--- src/rtl/dbgpoke_pkg.sv ---
// dbgpoke_pkg
//   Shared definitions for the serial poke receiver:
//   - ASCII codes for the line terminators and the hex digit ranges.
//   - hex2nib(): classifies a received byte as a hex digit.
//   - rx_state_e: state encoding of the UART receiver FSM.
package dbgpoke_pkg;

  localparam logic [7:0] ASCII_NL   = 8'h0A;  // '\n'
  localparam logic [7:0] ASCII_CR   = 8'h0D;  // '\r'
  localparam logic [7:0] ASCII_0    = 8'h30;  // '0'
  localparam logic [7:0] ASCII_9    = 8'h39;  // '9'
  localparam logic [7:0] ASCII_UC_A = 8'h41;  // 'A'
  localparam logic [7:0] ASCII_UC_F = 8'h46;  // 'F'
  localparam logic [7:0] ASCII_LC_A = 8'h61;  // 'a'
  localparam logic [7:0] ASCII_LC_F = 8'h66;  // 'f'

  typedef enum logic [1:0] {
    RX_IDLE  = 2'd0,
    RX_START = 2'd1,
    RX_DATA  = 2'd2,
    RX_STOP  = 2'd3
  } rx_state_e;

  // Returns {valid, nibble}; valid=0 (nibble=0) for anything that is not
  // a hex digit of either case.
  function automatic logic [4:0] hex2nib(input logic [7:0] b);
    logic [4:0] r;
    r = 5'b0;
    if (b >= ASCII_0 && b <= ASCII_9) begin
      r = {1'b1, 4'(b - ASCII_0)};
    end else if (b >= ASCII_LC_A && b <= ASCII_LC_F) begin
      r = {1'b1, 4'(b - ASCII_LC_A + 8'd10)};
    end else if (b >= ASCII_UC_A && b <= ASCII_UC_F) begin
      r = {1'b1, 4'(b - ASCII_UC_A + 8'd10)};
    end
    return r;
  endfunction

  function automatic logic is_term(input logic [7:0] b);
    return (b == ASCII_NL) || (b == ASCII_CR);
  endfunction

endpackage

--- src/rtl/dbgpoke_uart_rx.sv ---
// uart_rx
//   8N1 UART receiver, counterpart of uart_tx.
//   Ports:
//     clk_i               clock
//     rst_i               synchronous active-low reset
//     clockcyclesperbit_i clk_i cycles per serial bit (>= 4)
//     rx_i                asynchronous serial input, idle high
//     data_o[7:0]         received byte, valid while valid_o is high
//     valid_o             one-cycle pulse: byte received with a good stop bit
//     ferr_o              one-cycle pulse: stop bit sampled low, byte dropped
module uart_rx
  import dbgpoke_pkg::*;
#(
  parameter int CNTW = 16
) (
  input  logic            clk_i,
  input  logic            rst_i,
  input  logic [CNTW-1:0] clockcyclesperbit_i,
  input  logic            rx_i,
  output logic [7:0]      data_o,
  output logic            valid_o,
  output logic            ferr_o
);

  // Two-flop synchronizer; rx_s is the only view of rx_i used below.
  logic [1:0] sync_q;
  logic       rx_s;

  always_ff @(posedge clk_i) begin
    if (!rst_i) begin
      sync_q <= 2'b11;
    end else begin
      sync_q <= {sync_q[0], rx_i};
    end
  end

  assign rx_s = sync_q[1];

  rx_state_e       state_q, state_d;
  logic [CNTW-1:0] cnt_q, cnt_d;
  logic [2:0]      bit_q, bit_d;
  logic [7:0]      shift_q, shift_d;
  logic            valid_q, valid_d;
  logic            ferr_q, ferr_d;
  // Set after a low stop bit: the line has to be seen high again before a
  // falling level can be taken as a new start bit.
  logic            need_high_q, need_high_d;
  logic            expired;

  always_ff @(posedge clk_i) begin
    if (!rst_i) begin
      state_q     <= RX_IDLE;
      cnt_q       <= '0;
      bit_q       <= 3'd0;
      shift_q     <= 8'd0;
      valid_q     <= 1'b0;
      ferr_q      <= 1'b0;
      need_high_q <= 1'b0;
    end else begin
      state_q     <= state_d;
      cnt_q       <= cnt_d;
      bit_q       <= bit_d;
      shift_q     <= shift_d;
      valid_q     <= valid_d;
      ferr_q      <= ferr_d;
      need_high_q <= need_high_d;
    end
  end

  // The counter is loaded with N-1 so that the sample happens N cycles
  // after the load.
  always_comb begin
    expired     = (cnt_q == '0);
    state_d     = state_q;
    cnt_d       = expired ? cnt_q : cnt_q - CNTW'(1);
    bit_d       = bit_q;
    shift_d     = shift_q;
    valid_d     = 1'b0;
    ferr_d      = 1'b0;
    need_high_d = need_high_q;

    case (state_q)
      RX_IDLE: begin
        if (rx_s) begin
          need_high_d = 1'b0;
        end else if (!need_high_q) begin
          cnt_d   = (clockcyclesperbit_i >> 1) - CNTW'(1);
          state_d = RX_START;
        end
      end
      RX_START: begin
        if (expired) begin
          if (!rx_s) begin
            cnt_d   = clockcyclesperbit_i - CNTW'(1);
            bit_d   = 3'd0;
            state_d = RX_DATA;
          end else begin
            // Too short to be a start bit: quietly ignore it.
            state_d = RX_IDLE;
          end
        end
      end
      RX_DATA: begin
        if (expired) begin
          shift_d = {rx_s, shift_q[7:1]};
          cnt_d   = clockcyclesperbit_i - CNTW'(1);
          if (bit_q == 3'd7) begin
            state_d = RX_STOP;
          end else begin
            bit_d = bit_q + 3'd1;
          end
        end
      end
      RX_STOP: begin
        if (expired) begin
          if (rx_s) begin
            valid_d = 1'b1;
          end else begin
            ferr_d      = 1'b1;
            need_high_d = 1'b1;
          end
          state_d = RX_IDLE;
        end
      end
      default: state_d = RX_IDLE;
    endcase
  end

  assign data_o  = shift_q;
  assign valid_o = valid_q;
  assign ferr_o  = ferr_q;

endmodule

--- src/rtl/dbgpoke.sv ---
// dbgpoke
//   Receives ASCII hex lines (MSB first, terminated by '\n' or '\r') over an
//   8N1 serial line and commits each completed line to poke_o.
//   Ports:
//     clk_i   clock
//     rst_i   synchronous active-low reset
//     rx_i    asynchronous serial input, idle high
//     poke_o  last committed value (held between commits)
//     stb_o   one-cycle pulse when poke_o is updated
//     err_o   one-cycle pulse on a framing error or an illegal character
//     busy_o  a line is partially received (digits pending or discarding)
module dbgpoke
  import dbgpoke_pkg::*;
#(
  parameter int CLKFREQ   = 1,
  parameter int POKEWIDTH = 1,
  parameter int RXBITRATE = 115200
) (
  input  logic                 clk_i,
  input  logic                 rst_i,
  input  logic                 rx_i,
  output logic [POKEWIDTH-1:0] poke_o,
  output logic                 stb_o,
  output logic                 err_o,
  output logic                 busy_o
);

  localparam int CLKS     = CLKFREQ / RXBITRATE;
  localparam int CNTW     = (CLKS < 4) ? 3 : $clog2(CLKS + 1);
  // Digits needed to fill the value; one more marks "overflowed".
  localparam int NDIG     = (POKEWIDTH + 3) / 4;
  localparam int DCNT_MAX = NDIG + 1;
  localparam int DCW      = $clog2(DCNT_MAX + 1);

  logic [7:0] rx_data;
  logic       rx_valid;
  logic       rx_ferr;

  uart_rx #(
    .CNTW(CNTW)
  ) u_uart_rx (
    .clk_i              (clk_i),
    .rst_i              (rst_i),
    .clockcyclesperbit_i(CNTW'(CLKS)),
    .rx_i               (rx_i),
    .data_o             (rx_data),
    .valid_o            (rx_valid),
    .ferr_o             (rx_ferr)
  );

  logic [POKEWIDTH-1:0] acc_q, acc_d;
  logic [POKEWIDTH-1:0] poke_q, poke_d;
  logic [DCW-1:0]       dcnt_q, dcnt_d;
  logic                 disc_q, disc_d;
  logic                 stb_q, stb_d;
  logic                 err_q, err_d;
  logic [4:0]           nib;

  always_ff @(posedge clk_i) begin
    if (!rst_i) begin
      acc_q  <= '0;
      poke_q <= '0;
      dcnt_q <= '0;
      disc_q <= 1'b0;
      stb_q  <= 1'b0;
      err_q  <= 1'b0;
    end else begin
      acc_q  <= acc_d;
      poke_q <= poke_d;
      dcnt_q <= dcnt_d;
      disc_q <= disc_d;
      stb_q  <= stb_d;
      err_q  <= err_d;
    end
  end

  // A framing error never coincides with rx_valid, so stb and err can
  // never be raised together.
  always_comb begin
    acc_d  = acc_q;
    poke_d = poke_q;
    dcnt_d = dcnt_q;
    disc_d = disc_q;
    stb_d  = 1'b0;
    err_d  = rx_ferr;
    nib    = hex2nib(rx_data);

    if (rx_valid) begin
      if (is_term(rx_data)) begin
        // Empty lines (e.g. the second half of "\n\r") commit nothing.
        if (!disc_q && dcnt_q != '0) begin
          poke_d = acc_q;
          stb_d  = 1'b1;
        end
        acc_d  = '0;
        dcnt_d = '0;
        disc_d = 1'b0;
      end else if (nib[4]) begin
        // While discarding, digits are swallowed and acc stays frozen.
        if (!disc_q) begin
          acc_d = POKEWIDTH'({acc_q, nib[3:0]});
          if (dcnt_q != DCW'(DCNT_MAX)) begin
            dcnt_d = dcnt_q + DCW'(1);
          end
        end
      end else begin
        err_d  = 1'b1;
        disc_d = 1'b1;
      end
    end
  end

  assign poke_o = poke_q;
  assign stb_o  = stb_q;
  assign err_o  = err_q;
  assign busy_o = (dcnt_q != '0) || disc_q;

endmodule

--- config.mk ---
export PLATFORM = sky130hd
export DESIGN_NAME = dbgpoke
export DESIGN_NICKNAME = d
export VERILOG_FILES = /design/src/rtl/dbgpoke_pkg.sv /design/src/rtl/dbgpoke_uart_rx.sv /design/src/rtl/dbgpoke.sv
export SDC_FILE = /design/constraint.sdc
export NUM_CORES = 1
export LEC_CHECK = 0
export ABC_CLOCK_PERIOD_IN_PS = 4460
export CORE_MARGIN = 2
export CORE_UTILIZATION = 40
export CTS_BUF_LIST = sky130_fd_sc_hd__clkbuf_4 sky130_fd_sc_hd__clkbuf_8 sky130_fd_sc_hd__clkbuf_16
export DETAILED_ROUTE_END_ITERATION = 12
export PLACE_DENSITY = 0.55
export RECOVER_POWER = 25
export SLEW_MARGIN = 5
export SYNTH_ARGS = -nofsm -noshare
export SYNTH_HDL_FRONTEND = slang
export SYNTH_SLANG_ARGS = --single-unit
--- constraint.sdc ---
create_clock -name clk_i -period 4.46 [get_ports clk_i]
set_input_delay 0.892 -clock clk_i [delete_from_list [all_inputs] [get_ports clk_i]]
set_output_delay 0.892 -clock clk_i [all_outputs]
set_load 0.1 [all_outputs]
# Word-level counts from Yosys, hierarchy flattened
# Cells that the tools add are included.
[word_totals]
reg_bits = 28
inputBits = 3
[op_classes]
addsub = 8
n_lt_le_gt_ge = 6
n_eq_ne = 19
mux = 42
n_reduce_logical = 24
[ops]
columns = ["cell", "count"]
rows = [
  ["3-bit 2-to-1 mux", 10],
  ["2-bit 2-to-1 mux", 11],
  ["8-bit by 4-bit equality test with 1-bit output, second input constant", 2],
  ["8-bit by 7-bit >= comparator with 1-bit output, second input constant", 2],
  ["8-bit by 7-bit <= comparator with 1-bit output, second input constant", 2],
  ["5-bit 2-to-1 mux", 3],
  ["1-bit 2-to-1 mux", 14],
  ["2-bit by 1-bit inequality test with 1-bit output, second input constant", 7],
  ["2-bit inequality test, second input constant", 6],
  ["3-bit AND reduction", 4],
  ["4-bit by 1-bit subtractor with 4-bit output, second input constant", 3],
  ["2-bit nonzero test", 5],
  ["3-bit one-hot mux with 3 select lines", 1],
  ["4-bit adder, second input constant", 2],
  ["8-bit by 6-bit >= comparator with 1-bit output, second input constant", 1],
  ["8-bit by 6-bit <= comparator with 1-bit output, second input constant", 1],
  ["2-bit one-hot mux with 4 select lines", 1],
  ["4-bit AND reduction", 2],
  ["3-bit one-hot mux with 2 select lines", 1],
  ["6-bit AND reduction", 1],
  ["5-bit AND reduction", 1],
  ["2-bit equality test, second input constant", 2],
  ["1-bit logical AND", 4],
  ["2-bit AND reduction", 2],
  ["10 further kinds", 11],
]

# Logic depth before layout (Yosys ltp)
[logic_depth]
word_depth = 8
depth_mapped = 9

# Hierarchy
# From an unflattened synthesis, not the netlist that was laid out.
[unflattened]
hier_cells = 180
area_unflattened_um2 = 1552.7
[by_module_without_submodules]
columns = ["mod", "instances", "cells_each", "area_per_inst_um2", "seq_area_each_um2"]
rows = [
  ["uart_rx", 1, 135, 1134.8, 420.4],
  ["dbgpoke", 1, 45, 417.9, 140.1],
]

# Worst setup path before layout
# OpenSTA, ideal clock, no wires.
[synth_path]
path_type = "reg2out"
startpoint = "register dcnt_q[0]"
endpoint = "output busy_o"
arrival_ns = 1.295
t_required_ns = 3.568
path_slack_ns = 2.273
stages_incl_launch_ff = 4
path_cell_list = "dfxtp_1 inv_1 ha_1 nand2b_1"
[synth_via]
elab_chain_len = 2
[synth_lines]
columns = ["element", "line_no", "text"]
rows = [
  ["start: declaration", "dbgpoke.sv:53", "logic [DCW-1:0] dcnt_q, dcnt_d;"],
  ["start signal: assignment", "dbgpoke.sv:70", "dcnt_q <= dcnt_d;"],
  ["2-bit nonzero test", "dbgpoke.sv:116", "assign busy_o = (dcnt_q != '0) || disc_q;"],
  ["1-bit logical OR", "dbgpoke.sv:116", ""],
  ["end: declaration", "dbgpoke.sv:25", "output logic busy_o"],
]
# Every way passes these cells.

# Worst setup path in the final report
# Same ends and word-level chain as after synthesis.

==> summary.txt <==
Status
  – Outcome: completed

Global route
  – Initial antenna violation count: 0
  – Met1 Resource Use GR: 0.1763
  – Vias in the first global route: 1,212
  – Met2 GRT Util: 0.2917
  – Largest net degree at the start of global routing: 20
  – Most Crowded Layer GR: met2
  – Gr usage total: 0.1558
  – First-pass GRT wire length: 5.154 mm
  – Met3 Use GR: 0.03873
  – Grt total ovfl: 0

Critical path
  – Worst setup EP type: output port
  – CP arrival: 2220 ps
  – CP max stage cell: clkdlybuf4s50_1
  – Worst Path Required: 3570 ps
  – CP Cell Sequence: inv_1, ha_1, nand2b_1, clkdlybuf4s50_1
  – Max FO, Critical Path: 4
  – Worst path buffer plus inverter count: 2
  – WS Path Type: flop to output port
  – Critical Path Max Stage Delay: 1120 ps
  – CP top delay family: buffers and inverters
  – Startpoint Class: flop

Clock network
  – H-tree Lvls: 1
  – Hold-fix buffers, CTS: 0
  – Post-cts resize count: 0
  – Num CTS Buffers: 3
  – Clk sinks: 28
  – Root Driver: clkbuf_4
  – Max Buffers Root-to-Sink: 2
  – Worst skew pair latency: 340 ps
  – Clock-pin slew on the worst setup and hold paths: 160 ps
  – Setup bufs post-CTS: 0
  – CTS tree: yes

Timing
  – Final setup TNS: 0 ps
  – Final Hold Fails: 0
  – Pin slew with the least headroom to its limit: 963.2 ps
  – Final setup fails: 0
  – RSZ-0062 raised after global routing: no
  – Worst Skew: 14.00 ps
  – Maximum clock rate: 321.3 MHz
  – Fin crit share: 0.6979
  – Max Slew Vio Count: 0
  – Rel. slew slack: 0.3558
  – Crit path time final: 3113 ps

Placement
  – DP Area: 0.001551 mm^2
  – PortBufs: 6
  – HPWL Detailed: 2.121 mm
  – GPL Wtd Cong: 0.7664

Logic synthesis
  – Synth warn: 0
  – Synthesized Nets: 196
  – Adder-cell share of the synthesized area: 0.09450
  – Synth Area in Simple Gates: 0.2706
  – Commonest cells in the netlist: 28 x dfxtp_1, 22 x nand2_1, 19 x a21oi_1
  – Synth Instances: 182
  – Flops & latches, synth: 28
  – Most common cell in the netlist: dfxtp_1
  – Synth Area in Compound Gates: 0.1761
  – Dominant synthesized flop cell: dfxtp_1
  – Number of flops mapped to enable cells by yosys: 0
  – Post-synth top area share: 0.3849
  – Sequential share of the synthesized area: 0.3849
  – Area leader, netlist: dfxtp_1
  – Mean post-synth cell area: 8.002 um^2
  – Post-synthesis mux area share: 0.02749
  – Post-Synth XOR/XNOR Area: 0
  – Mapped Area: 0.001456 mm^2
  – Largest cells by area after synthesis: dfxtp_1 38%, ha_1 9.5%, a21oi_1 6.5%, nand2_1 5.7%, nand3_1 4.8%
  – FFs w/ async S/R, synth: 0
  – Library cells used by synthesis: 34
  – Main combinational cell family by area after synthesis: simple AND/OR/NAND/NOR gates

Hold path
  – Worst min path class: flop to flop

Pwr
  – Worst VDD drop: 294.5 uV
  – Leak Pwr: 0.5703 nW
  – Pwr dens: 414.8 mW/mm^2
  – Final Total Pwr: 0.0006607 W

Run
  – Max-cap viol count: 0

Routing
  – Via-per-instance ratio: 5.351
  – Post-DR wirelength/cell: 12.68 um
  – DR pass1 iterations: 4
  – Final ANT Viol Nets: 0
  – Via count: 1,236
  – Drt drc: 0
  – Iter 0 DRT Violations: 81
  – Total routed wirelength: 2.929 mm

Finish
  – Filler cells: 343
  – Ant diodes: 0
  – Total Nets Final: 200
  – Layout cells sized above 1: 0.03784
  – P&R area growth vs syn: 9.364%
  – Design Area, Final: 0.001593 mm^2

Die
  – Chip Height: 64.34 um
  – Rows: 21
  – Placeable Area: 0.003416 mm^2
  – I/O Pins: 7
  – Starting density of the core: 0.4264
  – Die X: 64.34 um
  – Die ar.: 0.004140 mm^2
[routing by layer]
layer | wire, um | part of all wire | vias up
li1 | - | - | 645
met1 | 1341 | 0.46 | 576
met2 | 1496 | 0.51 | 13
met3 | 72 | 0.025 | 2
met4 | 18 | 0.0061 | 0
met5 | 0 | 0 | -
[cell families (layout without fill, tap and decap cells)]
| logic type | Yosys count | in the layout |
|---|---|---|
| fa+ha+maj | 11 | 11 |
| buf+inv | 18 | 21 |
| mux | 4 | 4 |
| simple gates | 79 | 79 |
| flops | 28 | 28 |
| compound gates | 42 | 42 |
[placed cells by master (no fill, tap or decap), drive strengths merged]
| cell | n |
|---|---|
| nand3 | 14 |
| nor2b | 3 |
| mux2i | 4 |
| dlygate4sd3 | 1 |
| o21ai | 9 |
| clkbuf | 4 |
| o21bai | 3 |
| nor3b | 2 |
| ha | 11 |
| a221oi | 1 |
| or4b | 1 |
| a31oi | 1 |
| clkinv | 2 |
| or2 | 1 |
| o21a | 1 |
| and3 | 2 |
| nand4b | 1 |
| dfxtp | 28 |
| nor3 | 6 |
| nand2b | 4 |
| a21oi | 19 |
| nand3b | 1 |
| o31a | 2 |
| and4 | 1 |
| bufinv | 1 |
| a311oi | 1 |
| nor4 | 3 |
| a22oi | 1 |
| nor2 | 18 |
| a21boi | 1 |
| clkdlybuf4s50 | 5 |
| inv | 8 |
| o311a | 3 |
| nand2 | 22 |
[sequential cells by signal, summed over array words and instances (netlist names), 2 cells and up, named ones only]
register,count
dcnt_q,2
u_uart_rx.bit_q,3
u_uart_rx.cnt_q,3
u_uart_rx.data_o,8
u_uart_rx.sync_q,2
[worst paths after layout]
kind / start / end / slack (ps) / depth (start not counted)
max: dcnt_q[0] / busy_o / 1350 / 4
min: u_uart_rx.sync_q[0] / u_uart_rx.sync_q[1] / 430 / 1
max reg2reg: u_uart_rx.cnt_q[0] / u_uart_rx.bit_q[1] / 1860 / 9
min reg2reg: u_uart_rx.sync_q[0] / u_uart_rx.sync_q[1] / 430 / 1
[area by class of cell]
| cell class | count | area, um^2 | share of cell area |
|---|---|---|---|
| repair buffers | 7 | 63.81 | 0.04006 |
| clock inverters | 1 | 30.03 | 0.01885 |
| multi-input cells | 136 | 820.8 | 0.5153 |
| well taps | 46 | 57.56 | 0.03614 |
| clock buffers | 3 | 22.52 | 0.01414 |
| flip-flops and latches | 28 | 560.5 | 0.3519 |
| inverters | 10 | 37.54 | 0.02357 |
[report_power, final]
group	internal, W	switching, W
registers	0.000267	0.0000126
logic	0.0000745	0.000138
clock network	0.0000909	0.0000774
[through the flow]
step	std cells	setup WS, ps	util	hold WS [ps]
after global routing	231	1235	0.4663	462.4
final	231	1347	0.4663	428.3
after floorplan	182	2273	-	386.3
after global placement	227	1778	0.4542	393.0
after CTS	231	1326	0.4696	431.5
after detailed placement	227	1732	0.4542	396.9
Note: power is estimated with default switching activity, not from simulation.
